===== src/rtl/axbs_share_arb.sv =====
// ---------------------------------------------------------------------------
// axbs_share_arb
// Shares a single pipelined signed multiplier (axbs, fixed MUL_LATENCY) among
// NUM_REQ requesters. A round-robin arbiter issues one operand pair per clock
// into a registered issue stage that drives the multiplier. A tag pipeline of
// {valid,id} travels alongside each product, so every result leaving the
// multiplier is broadcast with the ID of the requester that issued it.
//
// Ports
//   clk        clock
//   rst        asynchronous reset, active-high
//   req_valid  [NUM_REQ]           requester i holds an operand pair
//   req_a      [NUM_REQ*SIZE_A]    operand A, requester i at [i*SIZE_A +: SIZE_A]
//   req_b      [NUM_REQ*SIZE_B]    operand B, requester i at [i*SIZE_B +: SIZE_B]
//   req_ready  [NUM_REQ]           one-hot grant (transfer on valid & ready)
//   mul_a      [SIZE_A]            registered operand A to axbs din_a
//   mul_b      [SIZE_B]            registered operand B to axbs din_b
//   mul_dout   [SIZE_A+SIZE_B]     axbs dout
//   res_valid                      res_id/res_data valid this cycle
//   res_id     [ID_W]              requester that issued this product
//   res_data   [SIZE_A+SIZE_B]     signed product, straight from mul_dout
//   busy                           any product in flight
// ---------------------------------------------------------------------------
module axbs_share_arb #(
  parameter int NUM_REQ     = 4,
  parameter int SIZE_A      = 27,
  parameter int SIZE_B      = 27,
  parameter int MUL_LATENCY = 4,
  localparam int ID_W       = $clog2(NUM_REQ)
) (
  input  logic                        clk,
  input  logic                        rst,
  input  logic [NUM_REQ-1:0]          req_valid,
  input  logic [NUM_REQ*SIZE_A-1:0]   req_a,
  input  logic [NUM_REQ*SIZE_B-1:0]   req_b,
  output logic [NUM_REQ-1:0]          req_ready,
  output logic [SIZE_A-1:0]           mul_a,
  output logic [SIZE_B-1:0]           mul_b,
  input  logic [SIZE_A+SIZE_B-1:0]    mul_dout,
  output logic                        res_valid,
  output logic [ID_W-1:0]             res_id,
  output logic [SIZE_A+SIZE_B-1:0]    res_data,
  output logic                        busy
);

  typedef struct packed {
    logic            vld;
    logic [ID_W-1:0] id;
  } tag_t;

  logic [ID_W-1:0]    rr_ptr;
  logic [NUM_REQ-1:0] grant;
  logic [ID_W-1:0]    grant_id;
  logic               found;
  logic [ID_W-1:0]    scan_idx;
  tag_t               issue_tag;
  tag_t               tag_pipe [MUL_LATENCY];
  logic               any_tag_vld;

  // Round-robin search starting at rr_ptr, wrapping modulo NUM_REQ, so the
  // pointer and scan index stay below NUM_REQ even for non-power-of-2 counts.
  // NOTE: every combinational output gets a default before the loop so no
  // path leaves it unassigned, which would otherwise infer a latch.
  always_comb begin
    grant    = '0;
    grant_id = '0;
    found    = 1'b0;
    scan_idx = '0;
    for (int k = 0; k < NUM_REQ; k++) begin
      scan_idx = ID_W'((int'(rr_ptr) + k) % NUM_REQ);
      if (!found && req_valid[scan_idx]) begin
        found           = 1'b1;
        grant[scan_idx] = 1'b1;
        grant_id        = scan_idx;
      end
    end
  end

  // No grant is visible while reset holds the issue logic cleared.
  assign req_ready = rst ? '0 : grant;

  // NOTE: sequential state uses non-blocking assignments so every register
  // samples pre-edge values and the tag shift register moves one stage per clock.
  // NOTE: the tag array is reset, not just its valid bits, because res_id has
  // a defined reset value and is taken straight from the tail entry.
  always_ff @(posedge clk or posedge rst) begin
    if (rst) begin
      rr_ptr    <= '0;
      mul_a     <= '0;
      mul_b     <= '0;
      issue_tag <= '0;
      for (int k = 0; k < MUL_LATENCY; k++) tag_pipe[k] <= '0;
    end else begin
      if (found) begin
        rr_ptr    <= (grant_id == ID_W'(NUM_REQ - 1)) ? '0 : grant_id + ID_W'(1);
        mul_a     <= req_a[int'(grant_id)*SIZE_A +: SIZE_A];
        mul_b     <= req_b[int'(grant_id)*SIZE_B +: SIZE_B];
        issue_tag <= '{vld: 1'b1, id: grant_id};
      end else begin
        // Operands hold to avoid needless toggling at the multiplier input.
        issue_tag.vld <= 1'b0;
      end
      // Issue register plus MUL_LATENCY stages lines the tail up with mul_dout.
      tag_pipe[0] <= issue_tag;
      for (int k = 1; k < MUL_LATENCY; k++) tag_pipe[k] <= tag_pipe[k-1];
    end
  end

  always_comb begin
    any_tag_vld = 1'b0;
    for (int k = 0; k < MUL_LATENCY; k++) any_tag_vld = any_tag_vld | tag_pipe[k].vld;
  end

  assign res_valid = tag_pipe[MUL_LATENCY-1].vld;
  assign res_id    = tag_pipe[MUL_LATENCY-1].id;
  assign res_data  = mul_dout;
  assign busy      = issue_tag.vld | any_tag_vld;

endmodule


===== config.mk =====
export PLATFORM = sky130hd
export DESIGN_NAME = axbs_share_arb
export DESIGN_NICKNAME = d
export VERILOG_FILES = /design/src/rtl/axbs_share_arb.sv
export SDC_FILE = /design/constraint.sdc
export NUM_CORES = 1
export LEC_CHECK = 0
export ABC_AREA = 1
export CAP_MARGIN = 20
export CORE_AREA = 2 2 151 153
export DETAILED_ROUTE_END_ITERATION = 8
export DIE_AREA = 0 0 153 155
export PLACE_DENSITY = 0.63
export REMOVE_ABC_BUFFERS = 1
export SYNTH_ARGS = -nofsm -noshare
export SYNTH_HDL_FRONTEND = slang
export SYNTH_SLANG_ARGS = --single-unit

===== constraint.sdc =====
create_clock -name clk -period 7.6 [get_ports clk]
set_input_delay 1.52 -clock clk [delete_from_list [all_inputs] [get_ports clk]]
set_output_delay 1.52 -clock clk [all_outputs]
set_load 0.01 [all_outputs]

# After elaboration in Yosys (flattened, before gate mapping)
# Index checks and enable logic that the tools add are counted.
[op_classes]
reduce_logical = 10
n_mul = 1
add_sub_neg = 4
magnitude_cmp = 8
muxes = 31
shifts = 2
bitwise = 7
n_eq_ne = 1
[op_table]
columns = ["operator", "count"]
rows = [
  ["$shiftx A108 B32 Y27", 1],
  ["$shiftx A108 B8 Y27", 1],
  ["$mux W4", 5],
  ["$mux W1", 13],
  ["$lt A2 B3 Y1 const B", 4],
  ["$or A4 B4 Y4", 3],
  ["$mux W2", 5],
  ["$bmux W1 S2", 4],
  ["$demux W1 S2", 4],
  ["$ge A2 B1 Y1 const B", 4],
  ["$logic_and A1 B1 Y1", 7],
  ["$mul A2 B5 Y7 const B", 1],
  ["$add A2 B1 Y2 const B", 2],
  ["$add A2 B2 Y2 const B", 2],
  ["$or A1 B1 Y1", 4],
  ["$logic_not A1 Y1", 3],
  ["$eq A2 B2 Y1 const B", 1],
]
[totals]
register_bits = 71
inputBits = 276
out_inout_bits = 116
word_cells = 77

# Depth between registers and ports, before layout
# Gate-level depths: netlist of run 1.
[depth]
ltp_word = 14
mapped_depth = 16
mapped_depth_nobuf = 14

# Worst setup path after synthesis of run 1
# OpenSTA, ideal clock, no wires.
[synth_path]
kind = "input to output"
start = "in rst"
end = "out req_ready[0]"
setup_slack_ns = 2.767
required_ns = 6.080
path_stages = 3
arrival_time_ns = 3.313
path_buffers = 0
path_cell_list = "inv_1 nand2_1 inv_1"
[synth_between]
elab_chain_len = 1
[synth_lines]
columns = ["item", "line", "text"]
rows = [
  ["from (decl)", "32", "input logic rst,"],
  ["$mux W4", "80", "assign req_ready = rst ? '0 : grant;"],
  ["to (decl)", "36", "output logic [NUM_REQ-1:0] req_ready,"],
]
# No other way between the ends.

# Final worst setup path of run 1
[layout_path]
start = "in req_valid[2]"
end = "out req_ready[0]"
[layout_between]
elab_chain_len = 13
word_cells_on_any_way = 25
cone_classes = "mux (16); bitwise (3); reduce/logical (6)"
[layout_lines]
columns = ["item", "line", "text"]
rows = [
  ["from (decl)", "33", "input logic [NUM_REQ-1:0] req_valid,"],
  ["$bmux W1 S2", "71", "if (!found && req_valid[scan_idx]) begin"],
  ["$mux W1 (not written as such)", "71", ""],
  ["$mux W1", "71", ""],
  ["$logic_not A1 Y1", "71", ""],
  ["$logic_and A1 B1 Y1", "71", ""],
  ["$mux W1", "71", ""],
  ["$logic_not A1 Y1", "71", ""],
  ["$logic_and A1 B1 Y1", "71", ""],
  ["$mux W1", "71", ""],
  ["$logic_not A1 Y1", "71", ""],
  ["$logic_and A1 B1 Y1", "71", ""],
  ["$mux W4 (*)", "71", ""],
  ["$mux W4 (*)", "80", ""],
]
# Mark *: on every way between the ends. The rest lies on a longest branch, timed or not. The select of a mux whose other input is x is not followed.

==> summary.md, run 1 <==
| Metric | Value |
|---|---|
| Status | finished clean |
| F_max | 194 MHz |
| Total number of vias | 6804 |
| Total GRT Usage | 0.192 |
| Startpoint types | input port |
| Power share of the sequential group | 0.165 |
| Clk sink count | 71 |
| Worst rel slew slack | 0.373 |
| Max VDD drop | 423 uV |
| DRC violations left | 0 |
| Multi-input gate area | 0.00283 mm^2 |
| DRT iter0 DRCs | 359 |
| Initial Util | 0.280 |
| Period minus WS final | 5.16 ns |
| Max Slew Vio Count | 0 |
| Final antenna-violating net count | 0 |
| Top-area cell type share of the netlist area | 0.285 |
| Crit-path max cell delay | 0.52 ns |
| WP data required | 6.08 ns |
| Synth area leader | dfrtp_1 |
| Pleak | 0.00501 uW |
| Comb power frac | 0.725 |
| DIE WIDTH | 153 um |
| Slowest CP cell | clkdlybuf4s50_1 |
| Root buffer cell | clkbuf_16 |
| PortBufs | 283 |
| Total CTS buffers | 9 |
| FP Rows | 55 |
| Final setup fails | 0 |
| Sequential area share after synthesis | 0.285 |
| CTS resizes | 0 |
| Syn Area/Cell | 5.96 um^2 |
| Hold Path Class | reg2reg |
| YS warnings | 0 |
| Die height | 155 um |
| Endpoint class of the critical path | primary output |
| DRT Pass-1 Iters | 5 |
| Ys async rst share | 1.00 |
| Max_cap viols | 0 |
| Fillers | 2376 |
| Clk_skew | 0.00512 ns |
| Critical path class | in2out |
| Register Area | 0.00178 mm^2 |
| Worst reg2reg startpoint | rr_ptr[0] |
| Sw Ratio | 0.516 |
| PD cells | 487 mW/mm^2 |
| Final nets | 1518 |
| Clock Path Buffers | 2 |
| Synth cell count leaders | nand2_1, inv_1, nand3_1 |
| Synth Flop Type | dfrtp_1 |
| Buf/Inv on CP | 4 |
| P&R area growth vs syn | 46.7% |
| Cell with the most instances after synthesis | nand2_1 |
| Ant. Diodes | 0 |
| Setup TNS | 0 ns |
| Post-CTS setup buffer count | 0 |
| Pin slew with the least headroom to its limit | 0.941 ns |
| Netlist Area Pre-Place | 0.00623 mm^2 |
| Hold_buf cts | 0 |
| GRT overflow | 0 |
| RSZ-0062 raised after global routing | false |
| Worst hold path stage count | 0 |
| Worst reg2reg path depth | 13 |
| First-pass GRT wire length | 35800 um |
| CP top delay family | buffers and inverters |
| Number of global-route vias before repair | 6245 |
| Post-synthesis cell count | 1045 |
| Die Area | 0.0237 mm^2 |
| Worst-path clk slew | 0.06 ns |
| Crit path max fanout | 5 |
| Yosys reg bits | 71 |
| Crit. Startpoint | req_valid[2] |
| GP Congestion | 0.885 |
| Critical-path cell list | clkdlybuf4s50_1, nand2_1, nand3_1, nand2_2, nor2_2, inv_1, o21ai_0, a31oi_1, o21ai_0, nand2_1, inv_1, clkdlybuf4s50_1 |
| CTS HTree Levels | 3 |
| NetSw | 2300 uW |
| Crit path DAT | 3.64 ns |
| Clock share of power | 0.110 |
| Wire length per cell | 15.3 um |
| Cell total after placement | 1507 |
| Final Hold Fails | 0 |
| Core box area | 0.0222 mm^2 |
| Clk_lat worst skew | 0.33 ns |
| Hold Startpoint | tag_pipe[4] |
| Fin crit share | 0.679 |
| I/O Pins | 392 |
| Routed WL | 23400 um |
| Hold WS | 0.345 ns |
| HPWL Detailed | 17200 um |
| Largest net degree at the start of global routing | 109 |
| Final std cells w/o fill | 1524 |
| Layout cells sized above 1 | 0.0347 |
| Synth unique cells | 27 |
| Critical path depth | 12 |
| Clock tree from TritonCTS | built |
| Power Internal | 2150 uW |
| Synth top area cells | dfrtp_1, nand2_1, nand3_1 |
| Via density per instance | 4.46 |
| Initial antenna violation count | 0 |
| EDFF count, synth | 0 |
==> metrics by stage <==
step / setup slack [ns] / utilization / instance area [um^2] / total power [uW]
finish: 2.44 / 0.411 / 9140 / 4450
global route: 2.22 / 0.411 / 9140 / 5000
CTS: 2.48 / 0.410 / 9110 / 4510
detailed placement: 2.49 / 0.394 / 8770 / 4000
global placement: 2.56 / 0.393 / 8740 / 3950
floorplan: 2.77 / - / 5480 / 2820
==> area by class of cell <==
| class | count | share of cell area |
|---|---|---|
| tap | 285 | 0.0390 |
| multi-input combinational | 623 | 0.310 |
| sequential | 71 | 0.194 |
| inverter | 237 | 0.0975 |
| timing repair buffer | 292 | 0.322 |
| clock buffer | 9 | 0.0246 |
| clock inverter | 7 | 0.0131 |
==> cell families (layout without fill, tap and decap cells) <==
kind of cell    Yosys count  in the layout  synth area share
compound gates           16             16            0.0165
fa+ha+maj                 8              8            0.0161
buf+inv                 351            545             0.264
flops                    71             71             0.285
simple gates            599            599             0.418
==> worst reg2reg max path, cell delays in order, from the launching register on <==
cell and delay, ns:
dfrtp_1 0.72, inv_2 0.24, ha_1 0.43, inv_1 0.09, nand3_1 0.10, nand2_2 0.12, inv_1 0.12, nor2_4 0.06
nand3_2 0.06, buf_4 0.52, inv_2 0.46, buf_4 0.38, a22oi_1 0.24, o21ai_1 0.08
==> routing by layer <==
metal | global-route usage | vias to the layer above | wire length, um
li1 | - | 3442 | -
met1 | 0.236 | 3015 | 10100
met4 | 0.0423 | 4 | 334
met3 | 0.123 | 26 | 3260
met5 | 0.0414 | - | 70
met2 | 0.278 | 317 | 9610
==> cells in the final DEF (no fill, tap or decap), types with 2 or more instances in the layout <==
cell               n
inv_1            233
nor2_1             2
o21ai_0            4
a22oi_1            3
buf_4              7
a31oi_1            3
bufinv_16          3
clkdlybuf4s50_1  283
nor2_4             2
nand3_1          226
clkinv_2           2
dfrtp_1           71
clkbuf_16          9
nor2_2             2
ha_1               8
o211ai_1           2
nand2_1          355
nand3_2            3
nand2_4            4
inv_2              3
nand4_1            2
buf_16             2
==> power by group through the flow <==
stage / Sequential, uW / Clock (uW) / Combinational, uW
global route: 761 / 527 / 3710
detailed placement: 735 / 0 / 3270
global placement: 733 / 0 / 3210
CTS: 736 / 509 / 3270
floorplan: 798 / 0 / 2020
finish: 735 / 490 / 3230
==> worst paths after layout <==
check,to,slack [ns]
setup reg to reg,rr_ptr[1],3.84
min in group asynchronous,mul_b[24],1.87
hold reg to reg,res_id[1],0.34
hold / removal,res_id[1],0.34
setup / recovery,req_ready[0],2.44
max in group asynchronous,mul_a[5],5.14
==> sequential cells by signal, summed over array words and instances, names as in the netlist <==
| signal | flops |
|---|---|
| rr_ptr | 2 |
| res_valid | 1 |
| issue_tag | 3 |
| tag_pipe | 9 |
| mul_b | 27 |
| mul_a | 27 |
| res_id | 2 |
(Power assumes the default switching activity.)
==> run 2: changes to the inputs <==
--- a/config.mk
+++ b/config.mk
@@ -10,7 +10,7 @@
 export CORE_AREA = 2 2 151 153
 export DETAILED_ROUTE_END_ITERATION = 8
 export DIE_AREA = 0 0 153 155
-export PLACE_DENSITY = 0.63
+export PLACE_DENSITY = 0.65
 export REMOVE_ABC_BUFFERS = 1
 export SYNTH_ARGS = -nofsm -noshare
 export SYNTH_HDL_FRONTEND = slang
==> constraint.sdc (replaced) <==
create_clock -name clk -period 4.7 [get_ports clk]
set_input_delay 0.94 -clock clk [delete_from_list [all_inputs] [get_ports clk]]
set_output_delay 0.94 -clock clk [all_outputs]
set_load 0.01 [all_outputs]
==> run 2 against run 1 <==
  * Die area is the same
  * Hold slack gained 0.0034 ns
  * Design area grew 0.38%
  * Non-clock buffer count grew 4
  * Via count grew 0.59%
  * Flip-flop and latch count is the same
  * Global-route usage grew 0.19 points
  * Sequential share of layout area shrank 0.074 points
  * Wire length grew 0.94%
  * Clock power grew 67%
  * Critical endpoint unchanged
  * Largest cell class unchanged
==> summary.md, run 2 (synthesized netlist as in run 1, its figures left out) <==
| Metric | Value |
|---|---|
| Status | finished clean (unchanged) |
| Final nets | 1522 (was 1518) |
| Via density per instance | 4.48 (was 4.46) |
| Total CTS buffers | 9 (unchanged) |
| Total GRT Usage | 0.194 (was 0.192) |
| FP Rows | 55 (unchanged) |
| Comb power frac | 0.726 (was 0.725) |
| HPWL Detailed | 17700 um (was 17200 um) |
| Initial Util | 0.280 (unchanged) |
| DP Area | 0.00882 mm^2 (was 0.00877 mm^2) |
| DRT Pass-1 Iters | 5 (unchanged) |
| DIE WIDTH | 153 um (unchanged) |
| Worst reg2reg startpoint | rr_ptr[0] (unchanged) |
| Cell total after placement | 1512 (was 1507) |
| Largest net degree at the start of global routing | 61 (was 109) |
| Die Area | 0.0237 mm^2 (unchanged) |
| Ant. Diodes | 0 (unchanged) |
| Max VDD drop | 424 uV (was 423 uV) |
| Commonest non-fill, non-tap cells in the layout | nand2_1, clkdlybuf4s50_1, inv_1 (unchanged) |
| Final antenna-violating net count | 0 (unchanged) |
| I/O Pins | 392 (unchanged) |
| Clock tree from TritonCTS | built (unchanged) |
| Pleak | 0.00503 uW (was 0.00501 uW) |
| Max Slew Vio Count | 0 (unchanged) |
| Power share of the sequential group | 0.163 (was 0.165) |
| Final setup fails | 0 (unchanged) |
| Largest registers | mul_a: 27 flops, mul_b: 27 flops, tag_pipe: 9 flops (unchanged) |
| Post-CTS setup buffer count | 0 (unchanged) |
| Total number of vias | 6844 (was 6804) |
| Initial antenna violation count | 0 (unchanged) |
| Power Internal | 3530 uW (was 2150 uW) |
| Clk_lat worst skew | 0.34 ns (was 0.33 ns) |
| Clock Path Buffers | 2 (unchanged) |
| Hold Path Class | reg2reg (unchanged) |
| R2R Setup Slk | 1.27 ns (was 3.84 ns) |
| Number of global-route vias before repair | 6256 (was 6245) |
| CTS resizes | 0 (unchanged) |
| Crit path max fanout | 15 (was 5) |
| Crit. Startpoint | rr_ptr[0] (was req_valid[2]) |
| Startpoint types | flop (was input port) |
| Multi-input gate area | 0.00283 mm^2 (unchanged) |
| Max_cap viols | 0 (unchanged) |
| Register Area | 0.00178 mm^2 (unchanged) |
| RSZ-0062 raised after global routing | false (unchanged) |
| Sw Ratio | 0.518 (was 0.516) |
| Clk sink count | 71 (unchanged) |
| Worst-path clk slew | 0.06 ns (about the same) |
| DRC violations left | 0 (unchanged) |
| F_max | 240 MHz |
| Clk_skew | 0.00652 ns (was 0.00512 ns) |
| Hold_buf cts | 0 (unchanged) |
| Setup TNS | 0 ns (unchanged) |
| Final Hold Fails | 0 (unchanged) |
| PortBufs | 283 (unchanged) |
| PD cells | 799 mW/mm^2 (was 487 mW/mm^2) |
| Final Cell Area | 0.00917 mm^2 (was 0.00914 mm^2) |
| GP Congestion | 0.860 (was 0.885) |
| Hold Startpoint | tag_pipe[9] (was tag_pipe[4]) |
| Worst rel slew slack | 0.466 (was 0.373) |
| Layout Utilization | 0.413 (was 0.411) |
| Routed WL | 23600 um (was 23400 um) |
| Crit path DAT | 3.22 ns (was 3.64 ns) |
| Clock share of power | 0.111 (was 0.110) |
| Wire length per cell | 15.4 um (was 15.3 um) |
| Critical path class | reg2out (was in2out) |
| Root buffer cell | clkbuf_16 (unchanged) |
| Final std cells w/o fill | 1528 (was 1524) |
| Core box area | 0.0222 mm^2 (unchanged) |
| P&R area growth vs syn | 47.3% (was 46.7%) |
| Fin crit share | 0.886 |
| Layout cells sized above 1 | 0.0378 (was 0.0347) |
| NetSw | 3800 uW (was 2300 uW) |
| Fillers | 2366 (was 2376) |
| Die height | 155 um (unchanged) |
| CTS HTree Levels | 3 (unchanged) |
| WP data required | 3.76 ns (was 6.08 ns) |
| GRT overflow | 0 (unchanged) |
| Period minus WS final | 4.16 ns |
| Pin slew with the least headroom to its limit | 0.800 ns (was 0.941 ns) |
| DRT iter0 DRCs | 304 (was 359) |
| Leading cell type in the layout, fill and taps excluded | nand2_1 (unchanged) |
| Endpoint class of the critical path | primary output (unchanged) |
| First-pass GRT wire length | 35900 um (was 35800 um) |
run 2: path summary, 6_finish.rpt:
kind	end	cells after the start
worst max-delay path	req_ready[0]	13
worst min-delay path	tag_pipe[6]	0
worst max register to register	mul_b[21]	14
worst min register to register	tag_pipe[6]	0
max in group asynchronous	mul_a[1]	4
min in group asynchronous	mul_a[2]	3
run 2: layout make-up:
type                            instances  share of cell area
Clock buffer                            9              0.0245
Clock inverter                          7              0.0139
Inverter                              237              0.0971
Multi-Input combinational cell        623               0.308
Sequential cell                        71               0.194
Tap cell                              285              0.0389
Timing Repair Buffer                  296               0.324
run 2: metrics by stage:
stage	total power [uW]	hold WS (ns)	worst slack, ns
after floorplan	4550	0.331	0.417
after global placement	6540	0.332	0.806
after detailed placement	6620	0.336	0.774
after CTS	7470	0.347	0.540
after global routing	8150	0.349	0.250
final	7330	0.348	0.536
run 2: layer usage:
metal,GRT usage,wire (um),up-vias
met3,0.123,3520,30
met5,0.0745,236,-
met1,0.229,9450,3039
met2,0.285,10000,320
met4,0.0542,362,4
li1,-,-,3451
run 2: power groups by stage:
stage	Sequential [uW]	Combinational (uW)	Clock, uW
2_1_floorplan	1290	3260	0
3_3_place_gp	1180	5350	0
3_5_place_dp	1200	5420	0
4_1_cts	1200	5420	852
5_1_grt	1230	6050	871
6_report	1190	5320	818
run 2: worst max-delay path, cell delays in order, from the launching register on:
cell and delay (ns):
dfrtp_1 0.70, inv_2 0.22, ha_1 0.43, inv_1 0.10, nand3_1 0.10, nand2_2 0.12, nor2_2 0.21, inv_1 0.07
o21ai_0 0.16, a31oi_1 0.05, o21ai_0 0.08, nand2_1 0.07, inv_1 0.06, clkdlybuf4s50_1 0.52
